<file path="src/rtl/coriolis_ker0_ostream_sink_pkg.sv">
// Shared TyTra definitions for the output-stream sink: FloPoCo exception codes,
// the canonical NaN word, sink FSM states and the FloPoCo-to-IEEE mapping.
package coriolis_ker0_ostream_sink_pkg;

    typedef enum logic [1:0] {
        EXC_ZERO = 2'b00,
        EXC_NORM = 2'b01,
        EXC_INF  = 2'b10,
        EXC_NAN  = 2'b11
    } exc_e;

    localparam logic [31:0] CANON_NAN = 32'h7FC0_0000;

    typedef enum logic [1:0] {
        ST_IDLE  = 2'b00,
        ST_RUN   = 2'b01,
        ST_DRAIN = 2'b10,
        ST_DONE  = 2'b11
    } state_e;

    // body holds the 32-bit sign/exponent/mantissa field; only the sign survives
    // for zero and infinity.
    function automatic logic [31:0] flopoco_to_ieee(input logic [1:0] exc,
                                                    input logic [31:0] body);
        logic [31:0] res;
        case (exc_e'(exc))
            EXC_ZERO: res = {body[31], 31'b0};
            EXC_NORM: res = body;
            EXC_INF:  res = {body[31], 8'hFF, 23'b0};
            default:  res = CANON_NAN;
        endcase
        return res;
    endfunction

endpackage

</file>
<file path="src/rtl/coriolis_ker0_ostream_sink_fifo.sv">
// Synchronous FIFO with first-word-fall-through head; pointers wrap modulo DEPTH
// and a separate occupancy count tells full from empty.
module tytra_sync_fifo #(
    parameter int WIDTH = 32,
    parameter int DEPTH = 4
) (
    input  logic             clk,
    input  logic             rst,
    input  logic             push,
    input  logic [WIDTH-1:0] wdata,
    input  logic             pop,
    output logic [WIDTH-1:0] rdata,
    output logic             empty,
    output logic             full
);
    localparam int AW = $clog2(DEPTH);

    logic [WIDTH-1:0] mem [DEPTH];
    logic [AW-1:0]    wr_ptr;
    logic [AW-1:0]    rd_ptr;
    logic [AW:0]      occ;
    logic             do_push;
    logic             do_pop;

    assign empty   = (occ == '0);
    assign full    = (occ == (AW+1)'(DEPTH));
    assign do_push = push && !full;
    assign do_pop  = pop && !empty;
    // Head reads as zero when empty so the unreset RAM never leaks out.
    assign rdata   = empty ? '0 : mem[rd_ptr];

    always_ff @(posedge clk) begin
        if (rst) begin
            wr_ptr <= '0;
            rd_ptr <= '0;
            occ    <= '0;
        end else begin
            if (do_push) wr_ptr <= wr_ptr + 1'b1;
            if (do_pop)  rd_ptr <= rd_ptr + 1'b1;
            case ({do_push, do_pop})
                2'b10:   occ <= occ + 1'b1;
                2'b01:   occ <= occ - 1'b1;
                default: occ <= occ;
            endcase
        end
    end

    always_ff @(posedge clk) begin
        if (do_push) mem[wr_ptr] <= wdata;
    end

endmodule

</file>
<file path="src/rtl/coriolis_ker0_ostream_sink.sv">
// Kernel output-stream sink: accepts NELEM FloPoCo words, converts them to IEEE-754
// singles on the way into a FIFO and streams them downstream with valid/ready.
//
// state    | meaning
// ---------+--------------------------------------------------------------
// ST_IDLE  | after reset, waiting for start
// ST_RUN   | accepting upstream elements until NELEM have arrived
// ST_DRAIN | all elements accepted, emptying the FIFO downstream
// ST_DONE  | run complete, done held high, waiting for the next start
module coriolis_ker0_ostream_sink
    import coriolis_ker0_ostream_sink_pkg::*;
#(
    parameter int          STREAMW = 34,
    parameter int          DEPTH   = 4,
    parameter logic [31:0] NELEM   = 32'd1024
) (
    input  logic               clk,
    input  logic               rst,
    input  logic               start,
    input  logic               ivalid,
    input  logic [STREAMW-1:0] in1_s0,
    output logic               iready,
    output logic               ovalid,
    output logic [31:0]        out1,
    input  logic               oready,
    output logic               done,
    output logic [31:0]        count
);
    state_e      state;
    state_e      state_nxt;
    logic        accept;
    logic        pop;
    logic        fifo_empty;
    logic        fifo_full;
    logic        start_ok;
    logic [31:0] conv;

    assign start_ok = start && (state == ST_IDLE || state == ST_DONE);
    // Built only from registered state so upstream can gate ivalid on it.
    assign iready   = (state == ST_RUN) && !fifo_full && (count != NELEM);
    assign accept   = ivalid && iready;
    assign ovalid   = !fifo_empty;
    assign pop      = ovalid && oready;
    assign conv     = flopoco_to_ieee(in1_s0[STREAMW-1:STREAMW-2], in1_s0[31:0]);

    tytra_sync_fifo #(
        .WIDTH (32),
        .DEPTH (DEPTH)
    ) u_fifo (
        .clk   (clk),
        .rst   (rst),
        .push  (accept),
        .wdata (conv),
        .pop   (pop),
        .rdata (out1),
        .empty (fifo_empty),
        .full  (fifo_full)
    );

    always_comb begin
        state_nxt = state;
        case (state)
            ST_IDLE:  if (start_ok) state_nxt = ST_RUN;
            ST_RUN:   if (accept && count == NELEM - 32'd1) state_nxt = ST_DRAIN;
            ST_DRAIN: if (fifo_empty) state_nxt = ST_DONE;
            ST_DONE:  if (start_ok) state_nxt = ST_RUN;
            default:  state_nxt = ST_IDLE;
        endcase
    end

    always_ff @(posedge clk) begin
        if (rst) begin
            state <= ST_IDLE;
            count <= '0;
            done  <= 1'b0;
        end else begin
            state <= state_nxt;
            if (start_ok) begin
                count <= '0;
                done  <= 1'b0;
            end else begin
                if (accept) count <= count + 32'd1;
                if (state == ST_DRAIN && state_nxt == ST_DONE) done <= 1'b1;
            end
        end
    end

endmodule
</file>
<file path="config.mk">
export PLATFORM = sky130hd
export DESIGN_NAME = coriolis_ker0_ostream_sink
export DESIGN_NICKNAME = d
export VERILOG_FILES = /design/src/rtl/coriolis_ker0_ostream_sink_pkg.sv /design/src/rtl/coriolis_ker0_ostream_sink_fifo.sv /design/src/rtl/coriolis_ker0_ostream_sink.sv
export SDC_FILE = /design/constraint.sdc
export NUM_CORES = 1
export LEC_CHECK = 0
export ABC_AREA = 1
export CELL_PAD_IN_SITES_DETAIL_PLACEMENT = 0
export CELL_PAD_IN_SITES_GLOBAL_PLACEMENT = 1
export CORE_ASPECT_RATIO = 0.7
export CORE_MARGIN = 4
export CORE_UTILIZATION = 41
export DETAILED_ROUTE_END_ITERATION = 16
export PLACE_DENSITY = 0.87
export RECOVER_POWER = 25
export SYNTH_ARGS = -nofsm -noshare
export SYNTH_HDL_FRONTEND = slang
export SYNTH_HIERARCHICAL = 1
export SYNTH_SLANG_ARGS = --single-unit
</file>
<file path="constraint.sdc">
create_clock -name clk -period 5.17 [get_ports clk]
set_input_delay 1.034 -clock clk [delete_from_list [all_inputs] [get_ports clk]]
set_output_delay 1.034 -clock clk [all_outputs]
set_load 0.01 [all_outputs]
</file>
==> reports/qor.csv <==
metric,value,unit
outcome,"complete, no violations",
# diodes,0,
LEAKAGE,3.544,nW
Syn Nets,919,
clock tree sinks,172,
share of layout cells above drive strength 1,8.069,%
Initial Utilization,42.19,%
Max VDD drop,208.1,uV
maximum clock path buffer count,2,
cell mode on critical path,nand2_1,
Die Width,175.5,um
"Critical Path, Cell by Cell","inv_1, ha_1, nand3_1, nor2_1, nand2_1, nor2_2, nor2_4, nand2_8, clkinvlp_2, nand2_1, ha_1, inv_1, fa_1, inv_1, nand2_1, nand3_1, nand2_1, nand2_1, nor2_1",
WL per Instance,15.17,um
count of different cell masters after synthesis,39,
starting DRC count in detailed routing,421,
Required @ worst endpoint,5500,ps
slew at the pin with the worst max-slew slack,1222,ps
kind of cell adding the most delay to the critical path,simple AND/OR/NAND/NOR gates,
# IOs,106,
Setup WS post-layout,1341,ps
min Tclk post-route,3829,ps
Detail Placement HPWL,12230,um
Critical Path Fanout Max,26,
Critical Path End Type,flop,
Placer Congestion,0.8210,
Slowest cell on crit path,clkinvlp_2,
die extent in y,125.2,um
setup tns final,0,ps
setup bufs post-CTS,0,
worst setup path end,u_fifo/occ[2],
Finished Core Util,51.83,%
final setup fails,0,
port bufs,105,
die area,0.02197,sq mm
num rows,42,
H-tree Lvls,4,
crit share post-route,74.06,%
CP bufs+invs,4,
Synth Instances,869,
largest net degree at the start of global routing,65,
Worst-Skew Late Latency,430,ps
R2R Path End,u_fifo/occ[2],
power density over the cells,367.4,mW/mm^2
post-CTS resize count,0,
Startpoint Class,flop,
Worst Setup SP,count[0],
yosys warns,6,
GR Util All Layers,17.51,%
DRC Markers,0,
routed wire length,18860,um
Antenna Violating Nets Remaining,0,
Vias/cell,4.877,
first-pass GRT wire length,30770,um
Root Buffer,clkbuf_16,
drt first pass iters,4,
Yosys reg bits,172,
Stages on worst setup path,19,
FF-to-FF path depth,19,
fmax,261.2,MHz
Fillers,1729,
synthesized area per cell,9.262,sq um
Worst R2R Setup Slack,1340,ps
Worst Setup Path Type,flop to flop,
Reg2Reg Launch Point,count[0],
number of global-route vias before repair,5778,
Max Cap Viol,0,
hold_buf cts,0,
worst rel slew slack,18.55,%
Core Region,0.01908,sq mm
HP Class,flop to flop,
total number of vias,6062,
post-place setup slack,1825,ps
Async SR Flop Fraction,0,%
Nets,1016,
initial antenna violation count,2,
TritonCTS clock tree,done,
total CTS buffers,17,
post-synthesis sequential area ratio,58.70,%
final hold slack,448.9,ps
clock skew,11.44,ps
RSZ-0062 raised after global routing,false,
Clock Pin Slew Worst Setup and Hold Paths,80,ps
Post-synth EDFFs,128,
main flop type after synthesis,edfxtp_1,
Netlist Area Pre-Place,0.008049,sq mm
CP Data Arrival Time,4160,ps
final hold violation count,0,
Crit path largest cell delay,710,ps
Layout area overhead,22.84,%
Overflow after GRT,0,
Max Slew Vio Count,0,
worst register-to-register path, cell delays in order, from the launching register on:
cell and delay, ps:
dfxtp_1 340, inv_1 90, ha_1 230, nand3_1 90, nor2_1 160, nand2_1 110
nor2_2 160, nor2_4 70, nand2_8 160, clkinvlp_2 710, nand2_1 590, ha_1 240
inv_1 70, fa_1 380, inv_1 60, nand2_1 40, nand3_1 80, nand2_1 50
nand2_1 60, nor2_1 40
cells in the mapped netlist (8+ instances only):
library cell | n | area, sq um
nor2_1 | 216 | 810.8
dfxtp_1 | 44 | 880.8
inv_1 | 73 | 274.0
o21ai_1 | 48 | 240.2
buf_6 | 8 | 90.09
nand2_1 | 131 | 491.7
a21oi_1 | 48 | 240.2
clkbuf_1 | 13 | 48.80
a21oi_2 | 18 | 157.7
buf_2 | 11 | 55.05
nand4_1 | 10 | 62.56
edfxtp_1 | 128 | 3844
o21ai_0 | 30 | 150.1
nor3_1 | 13 | 65.06
ha_1 | 10 | 125.1
nand3_1 | 17 | 85.08
placed cells by master (no fill, tap or decap), types with 3 or more instances in the layout:
master,instances
o21ai_1,45
nand2_1,131
nand3_1,17
clkinv_8,7
nor3_1,13
xor2_1,6
o21ai_0,33
buf_4,7
nand4_1,10
dfxtp_1,43
dlygate4sd3_1,13
clkbuf_16,17
nor2_2,6
o21a_1,4
nor2_1,213
ha_1,10
edfxtp_1,128
inv_2,6
a21oi_1,49
inv_1,73
a21oi_2,17
nor3_2,3
inv_8,3
clkdlybuf4s50_1,92
xnor2_1,7
cell families after synthesis:
kind of cell	Yosys count	synth area share [%]
fa+ha+maj	11	1.803
flops	172	58.70
buf+inv	117	6.778
compound gates	152	10.51
simple gates	404	20.80
xor+xnor	13	1.415
per-layer routing:
layer,share of wire [%],GRT usage [%],up-vias,wire length (um)
met5,0.14,0,-,26
met2,44,26.12,173,8252
met1,49,25.29,2795,9208
li1,-,-,3071,-
met3,6.3,4.737,19,1179
met4,1.0,5.041,4,195
worst min-delay path by stage:
stage / startpoint / end / cells past startpoint / slack [ps]
2_1_floorplan: u_fifo/rd_ptr[1] / flop / 2 / 460
5_1_grt: done / done / 2 / 480
4_1_cts: done / done / 2 / 460
3_5_place_dp: done / done / 2 / 440
3_3_place_gp: done / done / 2 / 450
6_report: done / done / 2 / 450
power breakdown:
group | internal, mW | switching, mW | leakage [nW] | total [mW]
sequential | 1.55 | 0.0281 | 1.53 | 1.58
combinational | 0.306 | 0.451 | 1.71 | 0.757
clock | 0.668 | 0.625 | 0.304 | 1.29
final cells by class:
type	instances	area, sq um	area share [%]
clock buffers	17	425.4	4.303
clock inverters	15	206.4	2.088
inverters	81	305.3	3.088
multi-input cells	580	2783	28.14
flip-flops and latches	172	4726	47.80
well taps	264	330.3	3.341
repair buffers	114	1111	11.24
through the flow:
step,instances,power [mW],area (sq um)
final,1243,3.633,9887
after global routing,1243,3.827,9887
after CTS,1243,3.684,9902
after detailed placement,1211,2.388,9270
after global placement,1211,2.381,9270
after floorplan,869,2.060,8049
sequential cells by signal (all words and copies together), names as in the netlist, named ones only:
signal and count:
done 1, u_fifo/occ 3, u_fifo/rd_ptr 2, u_fifo/mem 128
u_fifo/wr_ptr 2, count 32, state 2
(Power assumes the default switching activity.)
